File: src/rtl/shot_cmd_rx.sv
// shot_cmd_rx: oversampled SPI command receiver that range-checks frames and sequences load.
// Optional CMD_CHECKSUM_EN: 32-bit frames carrying a trailing (azi+pol+force) mod 256 byte.
module shot_cmd_rx #(
    parameter int SYNC_STAGES    = 2,
    parameter int TIMEOUT_CYCLES = 65536,
    parameter int MAX_POS        = 95,
    parameter int MAX_FORCE      = 200,
    parameter int RELEASE_CYCLES = 262144
) (
    input  logic       clk,
    input  logic       rst,
    input  logic       sck,
    input  logic       sdi,
    input  logic       abort,
    input  logic       aziDone,
    input  logic       polDone,
    input  logic       solenoid_relay,
    output logic [7:0] aziPosition,
    output logic [7:0] polPosition,
    output logic [7:0] forceCount,
    output logic       load,
    output logic       busy,
    output logic       frameErr,
    output logic       overrun
);

`ifdef CMD_CHECKSUM_EN
    localparam int FRAME_BITS = 32;
`else
    localparam int FRAME_BITS = 24;
`endif
    localparam int TO_W = $clog2(TIMEOUT_CYCLES + 1);
    localparam int RC_W = $clog2(RELEASE_CYCLES + 1);
    localparam logic [4:0]      LAST_BIT    = 5'(FRAME_BITS - 1);
    localparam logic [TO_W-1:0] TO_MAX      = TO_W'(TIMEOUT_CYCLES);
    localparam logic [RC_W-1:0] REL_LAST    = RC_W'(RELEASE_CYCLES - 1);
    localparam logic [7:0]      MAX_POS_B   = 8'(MAX_POS);
    localparam logic [7:0]      MAX_FORCE_B = 8'(MAX_FORCE);

    typedef enum logic [1:0] {
        IDLE    = 2'd0,
        ARMED   = 2'd1,
        FIRING  = 2'd2,
        RELEASE = 2'd3
    } state_e;

    logic [SYNC_STAGES-1:0] sck_sync_r;
    logic [SYNC_STAGES-1:0] sdi_sync_r;
    logic                   sck_prev_r;
    logic [FRAME_BITS-1:0]  shift_r;
    logic [4:0]             bit_cnt_r;
    logic [TO_W-1:0]        to_cnt_r;
    logic                   frame_done_r;
    logic                   timeout_r;
    logic [RC_W-1:0]        rel_cnt_r;
    logic                   seen_high_r;
    logic                   relay_prev_r;
    state_e                 state_r;

    logic       sck_rise_s;
    logic       sdi_s;
    logic       cks_ok_s;
    logic       frame_ok_s;
    logic [7:0] azi_s;
    logic [7:0] pol_s;
    logic [7:0] frc_s;

    function automatic logic range_ok(input logic [7:0] a, input logic [7:0] p, input logic [7:0] f);
        return (a <= MAX_POS_B) && (p <= MAX_POS_B) && (f != 8'd0) && (f <= MAX_FORCE_B);
    endfunction

`ifdef CMD_CHECKSUM_EN
    function automatic logic [7:0] cmd_sum(input logic [7:0] a, input logic [7:0] p, input logic [7:0] f);
        return a + p + f;
    endfunction
    assign cks_ok_s = (cmd_sum(azi_s, pol_s, frc_s) == shift_r[7:0]);
`else
    assign cks_ok_s = 1'b1;
`endif

    assign sck_rise_s = sck_sync_r[SYNC_STAGES-1] & ~sck_prev_r;
    assign sdi_s      = sdi_sync_r[SYNC_STAGES-1];
    assign azi_s      = shift_r[FRAME_BITS-1  -: 8];
    assign pol_s      = shift_r[FRAME_BITS-9  -: 8];
    assign frc_s      = shift_r[FRAME_BITS-17 -: 8];
    assign frame_ok_s = range_ok(azi_s, pol_s, frc_s) && cks_ok_s;

    // Bring sck/sdi into the clk domain and remember the last synchronised sck level.
    always_ff @(posedge clk) begin
        if (rst) begin
            sck_sync_r <= {SYNC_STAGES{1'b0}};
            sdi_sync_r <= {SYNC_STAGES{1'b0}};
            sck_prev_r <= 1'b0;
        end else begin
            sck_sync_r <= {sck_sync_r[SYNC_STAGES-2:0], sck};
            sdi_sync_r <= {sdi_sync_r[SYNC_STAGES-2:0], sdi};
            sck_prev_r <= sck_sync_r[SYNC_STAGES-1];
        end
    end

    // Frame shifter with bit counter and a saturating inactivity timeout; runs in every state.
    always_ff @(posedge clk) begin
        if (rst) begin
            shift_r      <= {FRAME_BITS{1'b0}};
            bit_cnt_r    <= 5'd0;
            to_cnt_r     <= {TO_W{1'b0}};
            frame_done_r <= 1'b0;
            timeout_r    <= 1'b0;
        end else begin
            frame_done_r <= 1'b0;
            timeout_r    <= 1'b0;
            if (sck_rise_s) begin
                shift_r  <= {shift_r[FRAME_BITS-2:0], sdi_s};
                to_cnt_r <= {TO_W{1'b0}};
                if (bit_cnt_r == LAST_BIT) begin
                    bit_cnt_r    <= 5'd0;
                    frame_done_r <= 1'b1;
                end else begin
                    bit_cnt_r <= bit_cnt_r + 5'd1;
                end
            end else if ((bit_cnt_r != 5'd0) && (to_cnt_r != TO_MAX)) begin
                to_cnt_r <= to_cnt_r + 1'b1;
                if (to_cnt_r == (TO_MAX - 1'b1)) begin
                    bit_cnt_r <= 5'd0;
                    timeout_r <= 1'b1;
                end
            end
        end
    end

    // Shot sequencer: accept frame, wait for aim, watch the solenoid pulse, then hold load low.
    always_ff @(posedge clk) begin
        if (rst) begin
            state_r      <= IDLE;
            aziPosition  <= 8'd0;
            polPosition  <= 8'd0;
            forceCount   <= 8'd0;
            load         <= 1'b0;
            busy         <= 1'b0;
            frameErr     <= 1'b0;
            overrun      <= 1'b0;
            rel_cnt_r    <= {RC_W{1'b0}};
            seen_high_r  <= 1'b0;
            relay_prev_r <= 1'b0;
        end else begin
            frameErr     <= timeout_r;
            overrun      <= frame_done_r && (state_r != IDLE);
            relay_prev_r <= solenoid_relay;
            case (state_r)
                IDLE: begin
                    if (frame_done_r) begin
                        if (frame_ok_s) begin
                            aziPosition <= azi_s;
                            polPosition <= pol_s;
                            forceCount  <= frc_s;
                            load        <= 1'b1;
                            busy        <= 1'b1;
                            state_r     <= ARMED;
                        end else begin
                            frameErr <= 1'b1;
                        end
                    end
                end
                ARMED: begin
                    if (abort) begin
                        load      <= 1'b0;
                        rel_cnt_r <= {RC_W{1'b0}};
                        state_r   <= RELEASE;
                    end else if (aziDone && polDone) begin
                        seen_high_r <= 1'b0;
                        state_r     <= FIRING;
                    end
                end
                FIRING: begin
                    if (abort) begin
                        load      <= 1'b0;
                        rel_cnt_r <= {RC_W{1'b0}};
                        state_r   <= RELEASE;
                    end else begin
                        if (solenoid_relay) begin
                            seen_high_r <= 1'b1;
                        end
                        if (relay_prev_r && !solenoid_relay && seen_high_r) begin
                            load      <= 1'b0;
                            rel_cnt_r <= {RC_W{1'b0}};
                            state_r   <= RELEASE;
                        end
                    end
                end
                RELEASE: begin
                    load <= 1'b0;
                    if (rel_cnt_r == REL_LAST) begin
                        busy    <= 1'b0;
                        state_r <= IDLE;
                    end else begin
                        rel_cnt_r <= rel_cnt_r + 1'b1;
                    end
                end
                default: begin
                    load    <= 1'b0;
                    busy    <= 1'b0;
                    state_r <= IDLE;
                end
            endcase
        end
    end

endmodule

File: config.mk
export PLATFORM = sky130hd
export DESIGN_NAME = shot_cmd_rx
export DESIGN_NICKNAME = d
export VERILOG_FILES = /design/src/rtl/shot_cmd_rx.sv
export SDC_FILE = /design/constraint.sdc
export NUM_CORES = 1
export LEC_CHECK = 0
export BUFFER_PORTS_ARGS = -buffer_cell sky130_fd_sc_hd__buf_2
export CORE_ASPECT_RATIO = 1.75
export CORE_UTILIZATION = 63
export CTS_BUF_LIST = sky130_fd_sc_hd__clkbuf_16
export DETAILED_ROUTE_END_ITERATION = 10
export PLACE_DENSITY = 0.88
export RECOVER_POWER = 50
export SLEW_MARGIN = 40
export SYNTH_ARGS = -nofsm -noshare
export SYNTH_HDL_FRONTEND = slang
export SYNTH_SLANG_ARGS = --single-unit
File: constraint.sdc
create_clock -name clk -period 5.9 [get_ports clk]
set_input_delay 1.18 -clock clk [delete_from_list [all_inputs] [get_ports clk]]
set_output_delay 1.18 -clock clk [all_outputs]
set_load 0.1 [all_outputs]
==> results by group <==
Outcome
  • Status: finished, violations left
  • Failing checks: capacitance limit, slew limit

Timing
  • Max Clock Freq: 255 MHz
  • Final setup fails: 0
  • Period utilization: 0.664
  • Slew headroom: -0.215
  • Slew Viols, Final: 42
  • Min cycle time layout: 3.92 ns
  • Clk_skew: 0.00875 ns
  • Setup Total Neg Slack: 0 ns
  • RSZ-0062 raised after global routing: no
  • Slew @ Worst Pin: 1.82 ns
  • Final Hold Fails: 0

CTS
  • CTS tree: built
  • Clk Latency, worst-skew pair: 0.35 ns
  • Clk sinks: 104
  • Post_cts resized: 0
  • Post-CTS Setup Bufs: 0
  • Clock buffer depth: 2
  • Total CTS buffers: 9
  • H-tree depth: 3
  • # hold bufs at CTS: 0
  • Clock-pin slew on the worst setup and hold paths: 0.07 ns
  • Clock root cell: clkbuf_16

Detailed routing
  • Via/cell ratio: 6.04
  • Initial DRC Count: 233
  • Average wire per standard cell: 15.5 um
  • Antenna Nets Post-Route: 0
  • DRT Pass-1 Iters: 5
  • DR DRC count: 0
  • M1 wire length: 3.67 mm
  • Final wirelength: 8.86 mm
  • Metal3 WL: 205 um
  • DR vias: 3457
  • Top sig layer: met4
  • Met2 WL: 4.69 mm

Synthesis
  • Ranking of synthesized cells by area: dfxtp_1 48%, mux2i_1 5.7%, nor2_1 4.6%
  • Yosys warnings: 0
  • Seq cells post-synth: 104
  • Yosys cell types: 59
  • Net Count, Synth: 473
  • Top FF cell, synth: dfxtp_1
  • Cells after Synth: 455
  • Number of flops mapped to enable cells by yosys: 0
  • Yosys top cell area share: 0.476
  • Yosys top cell by area: dfxtp_1
  • Post-Syn Area: 0.00437 mm^2
  • Syn Area/Cell: 9.61 um^2
  • Ys async rst share: 0
  • Seq/Total Area, Yosys: 0.476

Global route
  • Largest net degree at the start of global routing: 42
  • Total congestion overflow: 0
  • First-pass GRT wire length: 15.2 mm
  • Vias in the first global route: 3388
  • Antenna violations before repair: 0
  • Total GRT Usage: 0.265

Die
  • Io pins: 36
  • # rows: 39
  • Horiz. Die Dim: 65.0 um
  • Starting density of the core: 0.659
  • Core region area: 0.00664 mm^2
  • Die area: 0.00729 mm^2
  • Die Y: 112 um

Place
  • Post-DP HPWL: 6.06 mm
  • Placed cell count: 556
  • PortBufs: 35
  • Gpl congestion: 0.826

Final layout
  • Synth-to-Final Area Change: 10.6%
  • Share of layout cells above drive strength 1: 0.0837
  • Layout Nets: 503
  • Ant. Diodes: 0
  • Multi-input gate area: 0.00212 mm^2
  • Fill count: 524
  • Final std cells w/o fill: 572
  • Sequential cell area: 0.00208 mm^2
  • Final core occ: 0.728

Critical path
  • Req. time, crit path: 6.13 ns
  • CP Max Fanout: 41
  • Setup Crit Path Kind: primary input to flop
  • Crit path DAT: 4.15 ns
  • Crit path capture type: flop
  • Setup crit start kind: primary input

Power
  • Internal: 0.00107 W
  • Clk pwr share: 0.434
  • Sw power: 0.000346 W
  • Part of the power in registers: 0.502
  • Lkg Pwr: 1.72 nW
  • PwrDens: 294 mW/mm^2
  • VDD IR max: 0.294 mV
  • Switch share: 0.244
  • PnR Total Power: 0.00142 W
  • Comb power frac: 0.063

Run
  • Max Cap Viol: 1

Min path
  • Hold crit path type: flop to flop
state kept, by name, indices dropped and copies added (netlist names):
name and count:
to_cnt_r 17, frame_done_r 1, bit_cnt_r 5, frameErr 1, polPosition 8, aziPosition 8, timeout_r 1, sck_sync_r 2
load 1, sdi_sync_r 2, forceCount 8, sck_prev_r 1, rel_cnt_r 19, busy 1, overrun 1, state_r 2
seen_high_r 1, relay_prev_r 1, shift_r 24
per-layer routing:
layer  track usage  up-vias
met4         0.166        0
met3        0.0467       24
met2         0.463       60
met5             0        -
li1              -     1712
met1         0.287     1661
final timing paths:
check,startpoint,end,slack (ns),depth (start not counted)
max,rst,to_cnt_r[8],1.98,5
min,sdi_sync_r[0],sdi_sync_r[1],0.44,1
max reg2reg,to_cnt_r[0],bit_cnt_r[4],3.49,7
min reg2reg,sdi_sync_r[0],sdi_sync_r[1],0.44,1
cell type report:
class                           count  share of cell area
Multi-Input combinational cell    318               0.439
Timing Repair Buffer               38              0.0339
Inverter                           14              0.0109
Clock buffer                        9              0.0466
Clock inverter                      7              0.0176
Sequential cell                   104               0.431
Tap cell                           82              0.0212
per-stage QoR:
stage	instance area [um^2]	hold slack (ns)	setup WS, ns
after floorplan	4370	0.409	3.41
after global placement	4560	0.420	2.76
after detailed placement	4560	0.430	2.66
after CTS	4870	0.444	3.03
after global routing	4830	0.461	1.61
final	4830	0.438	1.98
synthesized netlist by cell type (3+ instances only):
master,n
xnor2_1,8
clkbuf_1,15
nand4b_1,3
nor2_1,53
ha_1,10
and3_1,9
or3_1,9
nor3_1,3
a22o_1,22
nand2_1,31
nor2b_1,10
or4_1,5
and4_1,4
a211oi_1,6
nand3_1,18
inv_1,13
o21bai_1,3
nand4_1,11
dfxtp_1,104
a21oi_1,18
mux2i_1,25
xor2_1,11
nor4_1,5
o21ai_0,12
critical path: stages:
cell,delay [ns]
clkbuf_1,1.28
clkinv_1,0.75
nand2_1,0.67
or4_1,0.21
nand2_1,0.05
cell families after synthesis:
family,after synthesis,synth area share
buffers and inverters,33,0.0378
muxes,25,0.0572
DFF,104,0.476
AOI/OAI and AO/OA,86,0.143
adders and majority gates,10,0.0286
and+or+nand+nor,178,0.219
xor gates and xnor gates,19,0.0381
cells in the final DEF, fill, tap and decap left out, types with 3 or more instances in the layout:
cell	instances
dfxtp_1	104
nor2_1	53
nand2_1	31
mux2i_1	25
clkbuf_1	25
a22o_1	22
nand3_1	18
a21oi_1	18
inv_1	13
o21ai_0	12
nand4_1	11
xor2_1	11
buf_2	11
nor2b_1	10
ha_1	10
and3_1	9
or3_1	9
clkbuf_16	9
xnor2_1	8
a211oi_1	6
nor4_1	5
or4_1	5
and4_1	4
nand4b_1	3
nor3b_1	3
nor3_1	3
power groups by stage:
stage | clock, W | sequential (W) | combinational, W
floorplan | 0 | 0.000728 | 0.0000689
global placement | 0 | 0.000730 | 0.0000830
detailed placement | 0 | 0.000730 | 0.0000881
CTS | 0.000624 | 0.000714 | 0.0000888
global route | 0.000651 | 0.000714 | 0.0000998
finish | 0.000617 | 0.000714 | 0.0000896
Note: power is estimated with default switching activity, not from simulation.
